## src/rtl/ncl_ring_sequencer_pkg.sv

```systemverilog
// Shared types for the NCL ring sequencer: FSM state encoding and dual-rail code points.
package ncl_ring_sequencer_pkg;

  typedef enum logic [2:0] {
    ST_IDLE,
    ST_DRIVE_DATA,
    ST_WAIT_DATA,
    ST_DRIVE_NULL,
    ST_WAIT_NULL,
    ST_FINISH,
    ST_ERR
  } state_t;

  localparam logic [1:0] NULL_2R  = 2'b00;
  localparam logic [1:0] DATA0_2R = 2'b01;
  localparam logic [1:0] DATA1_2R = 2'b10;

  function automatic logic is_busy(input state_t s);
    return (s != ST_IDLE) && (s != ST_ERR);
  endfunction

endpackage

```

## src/rtl/ncl_sync.sv

```systemverilog
// Multi-flop synchronizer for asynchronous NCL completion/data inputs.
module ncl_sync #(
  parameter int unsigned STAGES = 2,
  parameter int unsigned W      = 1
) (
  input  logic         i_clk,
  input  logic         i_rst,
  input  logic [W-1:0] i_d,
  output logic [W-1:0] o_q
);

  logic [W-1:0] r_sync [STAGES];

  always_ff @(posedge i_clk) begin
    if (i_rst) begin
      for (int unsigned i = 0; i < STAGES; i++) r_sync[i] <= '0;
    end else begin
      r_sync[0] <= i_d;
      for (int unsigned i = 1; i < STAGES; i++) r_sync[i] <= r_sync[i-1];
    end
  end

  assign o_q = r_sync[STAGES-1];

endmodule

```

## src/rtl/ncl_ring_sequencer.sv

```systemverilog
// Drives DATA1/NULL increment wavefronts into an NCL counter ring and sinks its MS carry.
module ncl_ring_sequencer
  import ncl_ring_sequencer_pkg::*;
#(
  parameter int unsigned CNT_W       = 16,
  parameter int unsigned SYNC_STAGES = 2,
  parameter int unsigned TIMEOUT     = 1023
) (
  input  logic             clk,
  input  logic             init,
  input  logic             start,
  input  logic             stop,
  input  logic [CNT_W-1:0] target,
  output logic [1:0]       carryin,
  input  logic             carryinCOMP,
  input  logic [1:0]       carryout,
  output logic             carryoutCOMP,
  output logic             busy,
  output logic             done,
  output logic             overflow,
  output logic             timeout_err,
  output logic [CNT_W-1:0] inc_count
);

  localparam int unsigned TO_W = $clog2(TIMEOUT + 1);
  localparam logic [TO_W-1:0] TO_LAST = TO_W'(TIMEOUT - 1);

  state_t           r_state;
  logic [CNT_W-1:0] r_target;
  logic             r_stop;
  logic [TO_W-1:0]  r_wait_cnt;

  logic             w_comp;
  logic [1:0]       w_cout;
  logic [CNT_W-1:0] w_inc_next;
  logic             w_stop_now;

  ncl_sync #(.STAGES(SYNC_STAGES), .W(1)) u_sync_comp (
    .i_clk(clk), .i_rst(init), .i_d(carryinCOMP), .o_q(w_comp)
  );

  ncl_sync #(.STAGES(SYNC_STAGES), .W(2)) u_sync_cout (
    .i_clk(clk), .i_rst(init), .i_d(carryout), .o_q(w_cout)
  );

  assign w_inc_next = (inc_count == '1) ? inc_count : inc_count + 1'b1;
  assign w_stop_now = r_stop | stop;

  // carryin is updated on the transition into each DRIVE state so the
  // completion-to-NULL latency is exactly SYNC_STAGES + 1 edges.
  always_ff @(posedge clk) begin
    if (init) begin
      r_state     <= ST_IDLE;
      carryin     <= NULL_2R;
      busy        <= 1'b0;
      done        <= 1'b0;
      timeout_err <= 1'b0;
      inc_count   <= '0;
      r_target    <= '0;
      r_stop      <= 1'b0;
      r_wait_cnt  <= '0;
    end else begin
      done <= 1'b0;
      if (is_busy(r_state) && stop) r_stop <= 1'b1;
      case (r_state)
        ST_IDLE: begin
          if (start) begin
            inc_count <= '0;
            r_stop    <= 1'b0;
            busy      <= 1'b1;
            if (target != '0) begin
              r_target <= target;
              carryin  <= DATA1_2R;
              r_state  <= ST_DRIVE_DATA;
            end else begin
              done    <= 1'b1;
              r_state <= ST_FINISH;
            end
          end
        end
        ST_DRIVE_DATA: begin
          r_wait_cnt <= '0;
          r_state    <= ST_WAIT_DATA;
        end
        ST_WAIT_DATA: begin
          if (w_comp) begin
            carryin <= NULL_2R;
            r_state <= ST_DRIVE_NULL;
          end else if (r_wait_cnt == TO_LAST) begin
            carryin     <= NULL_2R;
            timeout_err <= 1'b1;
            busy        <= 1'b0;
            r_state     <= ST_ERR;
          end else begin
            r_wait_cnt <= r_wait_cnt + 1'b1;
          end
        end
        ST_DRIVE_NULL: begin
          r_wait_cnt <= '0;
          r_state    <= ST_WAIT_NULL;
        end
        ST_WAIT_NULL: begin
          if (!w_comp) begin
            inc_count <= w_inc_next;
            if ((w_inc_next == r_target) || w_stop_now) begin
              done    <= 1'b1;
              r_stop  <= 1'b0;
              r_state <= ST_FINISH;
            end else begin
              carryin <= DATA1_2R;
              r_state <= ST_DRIVE_DATA;
            end
          end else if (r_wait_cnt == TO_LAST) begin
            carryin     <= NULL_2R;
            timeout_err <= 1'b1;
            busy        <= 1'b0;
            r_state     <= ST_ERR;
          end else begin
            r_wait_cnt <= r_wait_cnt + 1'b1;
          end
        end
        ST_FINISH: begin
          busy    <= 1'b0;
          r_stop  <= 1'b0;
          r_state <= ST_IDLE;
        end
        ST_ERR: begin
          carryin <= NULL_2R;
          busy    <= 1'b0;
        end
        default: begin
          carryin <= NULL_2R;
          busy    <= 1'b0;
          r_state <= ST_IDLE;
        end
      endcase
    end
  end

  // Carry-out sink runs regardless of FSM state, including ERR.
  always_ff @(posedge clk) begin
    if (init) begin
      carryoutCOMP <= 1'b0;
      overflow     <= 1'b0;
    end else begin
      carryoutCOMP <= (w_cout != NULL_2R);
      if ((r_state == ST_IDLE) && start) overflow <= 1'b0;
      else if (w_cout == DATA1_2R)       overflow <= 1'b1;
    end
  end

endmodule
```

## config.mk

```make
export PLATFORM = sky130hd
export DESIGN_NAME = ncl_ring_sequencer
export DESIGN_NICKNAME = d
export VERILOG_FILES = /design/src/rtl/ncl_ring_sequencer_pkg.sv /design/src/rtl/ncl_sync.sv /design/src/rtl/ncl_ring_sequencer.sv
export SDC_FILE = /design/constraint.sdc
export NUM_CORES = 1
export LEC_CHECK = 0
export BUFFER_PORTS_ARGS = -buffer_cell sky130_fd_sc_hd__buf_2
export CORE_MARGIN = 2
export CORE_UTILIZATION = 43
export DETAILED_ROUTE_END_ITERATION = 7
export SYNTH_ARGS = -nofsm -noshare
export SYNTH_HDL_FRONTEND = slang
export SYNTH_SLANG_ARGS = --single-unit
```

## constraint.sdc

```tcl
create_clock -name clk -period 5.5 [get_ports clk]
set_input_delay 0.275 -clock clk [delete_from_list [all_inputs] [get_ports clk]]
set_output_delay 0.275 -clock clk [all_outputs]
set_load 0.05 [all_outputs]
```

==> results.py <==
metrics = {
    "cts": {
        "hold_buffers": 0,
        "cts_tree": "built",
        "path_clk_slew_ns": 0.08,
        "cts_made_buffers": 9,
        "cts_resized": 0,
        "clockBufferDepth": 2,
        "htree_levels": 3,
        "clk_latency_ns": 0.35,
        "cts_sinks": 59,
        "cts_root_buf": "clkbuf_8",
        "postCtsSetupRepairBufs": 0,
    },
    "yosys": {
        "synthCells": 414,
        "synth-edff-count": 0,
        "avgSynthCellArea_sq_um": 8.24,
        "ys_seq_area_share_pct": 34.6,
        "async_reset_ff_share_pct": 0,
        "syn_area_sq_um": 3410,
        "synth.distinct_cells": 62,
        "yosys_warnings": 0,
        "synth_nets": 440,
        "synth-seq-cells": 59,
        "ys.flop_type": "dfxtp_1",
    },
    "layout": {
        "n_antenna_cell": 0,
        "layout.cells.most_common": "dfxtp_1",
        "nNetsFinal": 468,
        "finalInstanceArea_sq_um": 3830,
        "final_cell_mix": "dfxtp_1 (59), nor2_1 (58), buf_2 (45), nand2_1 (31), a21oi_1 (28)",
        "syn2layout_area_growth_pct": 12.3,
        "fill_cells": 747,
        "drive_gt1_share_pct": 17.9,
        "stdcell_count": 549,
    },
    "timing": {
        "slew_viol_final": 0,
        "period_share_pct": 49.8,
        "fin_skew_ns": 0.00933,
        "tightest_slew_ns": 0.893,
        "min_period_ns": 2.74,
        "setup_viol_count_final": 0,
        "fin_setup_tns_ns": 0,
        "slew_headroom_pct": 40.5,
        "fmax_mhz": 365,
        "hold_viol_final": 0,
        "rsz0062_at_grt": "no",
    },
    "global_routing": {
        "antenna_found_initial": 0,
        "grt_pass1_wl_um": 14200,
        "grt_max_degree": 50,
        "grt_use_total_pct": 20.7,
        "grt_pass1_vias": 2938,
        "grt.overflow.total": 0,
    },
    "outcome": {
        "outcome": "finished, final reports clean",
    },
    "placement": {
        "numPortBuffers": 45,
        "dpl.cell_count": 533,
        "dp_hpwl_um": 6200,
        "gp_congestion": 0.937,
        "placed_area_sq_um": 3620,
    },
    "pwr": {
        "power_density_nw_per_um2": 264,
        "ir_worst_vdd_v": 0.000141,
        "leakagePower_nw": 1.56,
    },
    "route": {
        "vias_per_cell": 5.66,
        "routed_wl_um": 8410,
        "ant_nets": 0,
        "drc": 0,
        "first_pass_iters": 4,
        "dr_total_vias": 3110,
        "routedWlPerCell_um": 15.3,
        "drtIter0Drc": 108,
    },
    "die": {
        "placement_rows": 32,
        "die_w_um": 93.1,
        "die_y_um": 93.1,
        "ios": 46,
        "core-area_sq_um": 7730,
        "dieArea_sq_um": 8660,
        "start_util_pct": 44.2,
    },
    "hold_path": {
        "worstHoldPathType": "primary input to flop",
    },
    "worst_setup_path": {
        "critPathMaxFanout": 11,
        "cp.arrival_ns": 2.98,
        "critical_path_required_ns": 5.74,
        "crit_path_end_kind": "flop",
        "cp-start-kind": "flop",
        "crit_type": "flop to flop",
    },
    "run": {
        "drv_cap": 0,
    },
}
sequential cells by signal, summed over array words and instances (netlist names):
register,cells
busy,1
carryin,2
carryoutCOMP,1
done,1
inc_count,16
overflow,1
r_state,3
r_stop,1
r_target,16
r_wait_cnt,10
timeout_err,1
u_sync_comp.r_sync,2
u_sync_cout.r_sync,4
final cells by class:
class | count | area, sq um | share of cell area, %
tap | 102 | 128 | 3.33
inverter | 9 | 33.8 | 0.882
sequential | 59 | 1180 | 30.8
timing repair buffer | 47 | 240 | 6.27
clock buffer | 9 | 124 | 3.23
multi-input combinational | 316 | 2040 | 53.3
clock inverter | 7 | 83.8 | 2.19
stage by stage:
| stage | hold WS (ns) | setup slack (ns) | total power, W | util, % |
|---|---|---|---|---|
| 6_report | 0.132 | 2.76 | 0.00101 | 49.6 |
| 5_1_grt | 0.132 | 2.46 | 0.00106 | 49.6 |
| 4_1_cts | 0.116 | 2.75 | 0.00102 | 49.6 |
| 3_5_place_dp | 0.424 | 2.77 | 0.000608 | 46.9 |
| 3_3_place_gp | 0.419 | 2.87 | 0.000608 | 46.9 |
| 2_1_floorplan | 0.403 | 2.75 | 0.000571 | - |
Yosys cell counts (all sizes together) (2+ instances only):
library cell  instances  area share, %
o211a                 2           0.59
and4                  8            2.1
nor2b                 8            1.5
xor2                  9            2.3
a31oi                 6            1.1
a211oi                3           0.81
dfxtp                59             35
mux2i                20            5.9
clkbuf               11            1.2
nand2                31            3.4
and2                  3           0.55
nor2                 58            6.4
ha                    3            1.1
or2                   3           0.55
buf                  19            3.5
o211ai                3           0.66
nand4                15            3.8
a21o                  4           0.88
o31ai                 3           0.66
nand3                19            3.3
a2111oi               2           0.51
nor3                  8            1.2
xnor2                13            3.3
nor4                 10            2.8
a21oi                28            4.1
o21ai                15            2.2
inv                   8           0.88
a22oi                 3           0.66
or3                   5           0.92
nand3b                2           0.44
a311oi                8            2.1
and3                  8            1.6
worst max-delay path, stage by stage, from the launching register on:
cell and delay (ns):
dfxtp_1 0.59, nand3_2 0.17, nor4_2 0.79, o211ai_1 0.19, a32o_1 0.26, and4bb_1 0.25
nand4_2 0.14, a22o_1 0.25
layer usage:
| metal | vias to the layer above | GRT usage [%] | part of all wire [%] |
|---|---|---|---|
| met1 | 1445 | 27.0 | 45 |
| met5 | - | 0 | 0 |
| met3 | 18 | 5.40 | 5.1 |
| met2 | 81 | 32.2 | 47 |
| met4 | 0 | 9.44 | 2.4 |
| li1 | 1566 | - | - |
power by group:
| group | switching (W) | internal (W) |
|---|---|---|
| sequential | 0.0000227 | 0.000446 |
| clock | 0.000196 | 0.000217 |
| combinational | 0.0000754 | 0.0000550 |
| total | 0.000294 | 0.000717 |
kinds of logic after synthesis:
family	synth area share [%]
adders and majority gates	1.10
DFF	34.6
and+or+nand+nor	29.6
xor gates and xnor gates	5.65
AOI/OAI and AO/OA	17.5
muxes	5.87
buffers and inverters	5.72
final timing paths:
path / to / depth (start not counted) / from / slack (ns)
max reg2reg: carryin[1] / 7 / inc_count[2] / 2.76
min reg2reg: u_sync_cout.r_sync[0][2] / 1 / u_sync_cout.r_sync[0][0] / 0.44
min: u_sync_cout.r_sync[0][0] / 2 / carryout[0] / 0.13
max: carryin[1] / 7 / inc_count[2] / 2.76
No activity file was read; power rests on OpenSTA's default activity.
